<file path="config.mk">
export PLATFORM = sky130hd
export DESIGN_NAME = serial_comp_ctrl
export DESIGN_NICKNAME = d
export VERILOG_FILES = /design/src/rtl/serial_comp_ctrl.sv
export SDC_FILE = /design/constraint.sdc
export NUM_CORES = 1
export LEC_CHECK = 0
export CORE_ASPECT_RATIO = 0.75
export CORE_MARGIN = 5
export CORE_UTILIZATION = 60
export CTS_CLUSTER_SIZE = 12
export DETAILED_ROUTE_END_ITERATION = 8
export DONT_BUFFER_PORTS = 1
export PLACE_DENSITY = 0.87
export SYNTH_ARGS = -nofsm -noshare
export SYNTH_HDL_FRONTEND = slang
export SYNTH_SLANG_ARGS = --single-unit
export TNS_END_PERCENT = 30
</file>
<file path="constraint.sdc">
create_clock -name clk -period 4.5 [get_ports clk]
set_clock_uncertainty 0.1 [all_clocks]
set_input_delay 0.675 -clock clk [delete_from_list [all_inputs] [get_ports clk]]
set_output_delay 0.675 -clock clk [all_outputs]
set_load 0.02 [all_outputs]
</file>
<file path="src/rtl/serial_comp_ctrl.sv">
// rtl/serial_comp_ctrl.sv - word-serial complement sequencer, LSB first, one word in flight
// Optional feature macro: TWOS_COMP_EN (adds mode port and two's complement cell)
module serial_comp_ctrl #(
  parameter int WIDTH = 8
) (
  input  logic             clk,
  input  logic             rst,
  input  logic             in_valid,
  output logic             in_ready,
  input  logic [WIDTH-1:0] in_word,
`ifdef TWOS_COMP_EN
  input  logic             mode,
`endif
  output logic             out_valid,
  input  logic             out_ready,
  output logic [WIDTH-1:0] out_word,
  output logic             busy,
  output logic             ser_en,
  output logic             ser_bit
);

  localparam int CW = (WIDTH > 1) ? $clog2(WIDTH) : 1;

  typedef enum logic [1:0] {
    IDLE  = 2'd0,
    SHIFT = 2'd1,
    DONE  = 2'd2
  } state_t;

  state_t           state, state_nxt;
  logic [CW-1:0]    cnt;
  logic [WIDTH-1:0] operand;
  logic [WIDTH-1:0] result;
  logic             last_bit;
  logic             cell_bit;

  assign last_bit = (cnt == CW'(WIDTH - 1));

`ifdef TWOS_COMP_EN
  logic mode_q;
  logic seen_one;

  // Two's complement: pass bits through up to and including the first 1, invert after.
  always_comb begin
    cell_bit = ~operand[0];
    if (mode_q && !seen_one)
      cell_bit = operand[0];
  end

  always_ff @(posedge clk or negedge rst) begin
    if (!rst) begin
      mode_q   <= 1'b0;
      seen_one <= 1'b0;
    end else if (state == IDLE && in_valid) begin
      mode_q   <= mode;
      seen_one <= 1'b0;
    end else if (state == SHIFT) begin
      seen_one <= seen_one | operand[0];
    end
  end
`else
  assign cell_bit = ~operand[0];
`endif

  always_ff @(posedge clk or negedge rst) begin
    if (!rst)
      state <= IDLE;
    else
      state <= state_nxt;
  end

  always_comb begin
    state_nxt = state;
    in_ready  = 1'b0;
    out_valid = 1'b0;
    busy      = 1'b0;
    ser_en    = 1'b0;
    ser_bit   = 1'b0;
    case (state)
      IDLE: begin
        in_ready = 1'b1;
        if (in_valid)
          state_nxt = SHIFT;
      end
      SHIFT: begin
        busy    = 1'b1;
        ser_en  = 1'b1;
        ser_bit = operand[0];
        if (last_bit)
          state_nxt = DONE;
      end
      DONE: begin
        busy      = 1'b1;
        out_valid = 1'b1;
        if (out_ready)
          state_nxt = IDLE;
      end
      default: state_nxt = IDLE;
    endcase
  end

  // out_word is a separate register so the previous result stays visible while the next word shifts.
  always_ff @(posedge clk or negedge rst) begin
    if (!rst) begin
      cnt      <= '0;
      operand  <= '0;
      result   <= '0;
      out_word <= '0;
    end else begin
      case (state)
        IDLE: begin
          if (in_valid) begin
            operand <= in_word;
            cnt     <= '0;
          end
        end
        SHIFT: begin
          operand <= operand >> 1;
          result  <= {cell_bit, result[WIDTH-1:1]};
          cnt     <= cnt + CW'(1);
          if (last_bit)
            out_word <= {cell_bit, result[WIDTH-1:1]};
        end
        default: ;
      endcase
    end
  end

endmodule

</file>
==> results.py <==
metrics = {
    "outcome": {
        "status": "finished clean",
    },
    "layout": {
        "layout_common_cells": "28 x dfrtp_1, 8 x mux2_2",
        "layout-drive-gt1-share_pct": 15.4,
        "antenna_cells": 0,
        "nFillCells": 148,
        "layout_commonest_cell": "dfrtp_1",
        "syn_to_final_growth_pct": 3.80,
        "fin_cells": 128,
        "nets": 122,
    },
    "yosys": {
        "ys_seq_area_share_pct": 53.2,
        "syn_avg_cell_area_um2": 12.4,
        "synth.distinct_cells": 25,
        "syn_nets": 123,
        "ys_warn_count": 0,
        "synth_cells": 106,
        "ys_ff_latch": 28,
        "synth_area_um2": 1320,
    },
    "placement": {
        "port_buffers": 0,
        "dp_cells": 123,
        "hpwl_um": 1580,
        "gp_congestion": 0.697,
    },
    "critical_path": {
        "r2r_slack_ns": 2.03,
        "critPathLaunch": "state[1]",
        "endpoint_kind": "output pin",
        "r2r_end": "cnt[0]",
        "critPathKind": "register to output pin",
        "setup.worst_path.start_class": "register",
        "crit_path_end": "ser_bit",
        "r2r_cells": 4,
        "path_max_fanout": 22,
        "timing.rr.start": "state[1]",
        "cp.required_ns": 3.72,
        "crit_arrival_ns": 2.06,
    },
    "power_and_ir_drop": {
        "p_leak_nw": 0.615,
        "ir_drop_mv": 0.554,
        "power_density_nw_per_um2": 706,
    },
    "routing": {
        "met2_length_um": 1120,
        "drt_wl_total_um": 2350,
        "routed.top_layer": "met4",
        "wl_per_cell_um": 18.4,
        "wl_met1_um": 1070,
        "postRouteAntennaNets": 0,
        "drc_errors": 0,
        "dr_total_vias": 813,
        "drtPass1Iterations": 4,
        "drt_iter0_markers": 12,
        "dr_wl_met3_um": 139,
        "viasPerCell": 6.35,
    },
    "sta": {
        "post-route-min-period_ns": 2.83,
        "hold_viol_final": 0,
        "tightestPinTransition_ns": 1.03,
        "setup_viol": 0,
        "rsz0062_at_grt": "no",
        "fmax_mhz": 353,
        "slew_violations": 0,
        "relSlewSlack_pct": 31.3,
        "finalCritPeriodShare_pct": 62.9,
        "tns_ns": 0,
    },
    "cts": {
        "cts.reportedPaths.clkPinSlew_ns": 0.15,
        "cts_resized": 0,
        "cts_made_buffers": 3,
        "worstSkewPairLatency_ns": 0.33,
        "tritoncts": "done",
        "htreeDepth": 1,
        "cts_sinks": 28,
        "clock_path_buffers": 2,
        "cts_root_buf": "clkbuf_4",
    },
    "flow_run": {
        "drv_cap": 0,
    },
    "floorplan": {
        "die_area_um2": 3240,
        "core_region_area_um2": 2050,
        "start_util_pct": 64.2,
        "die_h_um": 50.6,
        "rows": 14,
        "die_x_um": 64.1,
        "io_pins": 25,
    },
    "min_path": {
        "hold_class": "input pin to async pin",
    },
    "global_routing": {
        "grt_max_degree": 29,
        "antenna_found_initial": 0,
        "grt_pass1_wl_um": 4010,
        "track_usage_pct": 15.8,
        "grt_overflow": 0,
        "first_global_vias": 805,
    },
}
## final cells by class
class                           count  area (um^2)  area share [%]
Timing Repair Buffer                1         20.0            1.47
Clock buffer                        3         22.5            1.65
Multi-Input combinational cell     68          552            40.4
Inverter                            3         11.3           0.824
Tap cell                           24         30.0            2.20
Sequential cell                    28          701            51.3
Clock inverter                      1         30.0            2.20
## sequential cells by signal (all words and copies together) (netlist names)
name,flops
cnt,3
operand,8
out_word,8
result,7
state,2
## routing by layer
metal	vias to the layer above	GRT usage (%)
met5	-	0
met4	0	5.19
met3	5	5.36
met2	25	24.7
met1	406	20.7
li1	377	-
## worst max-delay path, stage by stage, from the launching register on
cell and delay [ns]:
dfrtp_1 0.42, inv_1 0.09, ha_1 0.84, and2_1 0.36
## through the flow
| step | power [mW] | hold WS [ns] | worst slack, ns | area [um^2] | util, % |
|---|---|---|---|---|---|
| final | 0.965 | 0.0311 | 1.67 | 1370 | 66.7 |
| after global routing | 1.03 | 0.00543 | 1.54 | 1370 | 66.7 |
| after CTS | 0.970 | 0.0211 | 1.67 | 1370 | 66.7 |
| after detailed placement | 0.797 | 0.280 | 2.05 | 1290 | 63.1 |
| after global placement | 0.774 | 0.280 | 2.11 | 1290 | 63.1 |
| after floorplan | 0.761 | 0.279 | 2.34 | 1320 | - |
## power breakdown
group	internal (mW)	total [mW]	switching, mW
Sequential	0.351	0.453	0.103
Combinational	0.164	0.346	0.182
Clock	0.0902	0.165	0.0749
Total	0.605	0.965	0.360
## kinds of logic (layout without fill, tap and decap cells)
logic type	count (synthesis)	count (layout)	share of synthesized area, %
mux	14	14	11.9
flops	28	28	53.2
buf+inv	10	8	4.85
fa+ha+maj	5	5	4.75
compound gates	23	23	13.0
simple gates	26	26	12.3
## synth_stat cells
cell,n,area [um^2]
ha_1,5,62.6
dfrtp_1,28,701
buf_6,2,22.5
mux2_2,8,90.1
nor2b_4,1,13.8
buf_4,2,15.0
o32a_1,2,20.0
a221o_1,7,70.1
a22o_1,2,17.5
nand2_1,3,11.3
mux2i_1,1,10.0
a21oi_1,7,35.0
mux2_1,5,56.3
nor3b_2,1,12.5
nand2b_1,7,43.8
nand3_1,7,35.0
buf_2,3,15.0
o21bai_1,1,7.51
nand2_2,1,6.26
nor2b_1,4,25.0
o21ai_0,3,15.0
inv_1,3,11.3
and2_1,1,6.26
nor3b_1,1,7.51
a31oi_1,1,6.26
## worst min-delay path by stage
stage | start | to | slack (ns) | cells past startpoint
4_1_cts | rst | result[4] | 0.02 | 1
3_3_place_gp | rst | out_word[2] | 0.28 | 0
3_5_place_dp | rst | state[0] | 0.28 | 0
6_report | rst | out_word[5] | 0.03 | 1
5_1_grt | rst | result[5] | 0.005 | 1
2_1_floorplan | rst | cnt[0] | 0.28 | 0
## timing repair
item | in CTS | in global routing
endpoints found under the setup margin | 0 | 0
buffers inserted | 0 | 0
hold buffers | 1 | 0
hold endpoints to repair | 28 | 0
Power figures use the tool's default switching activity.
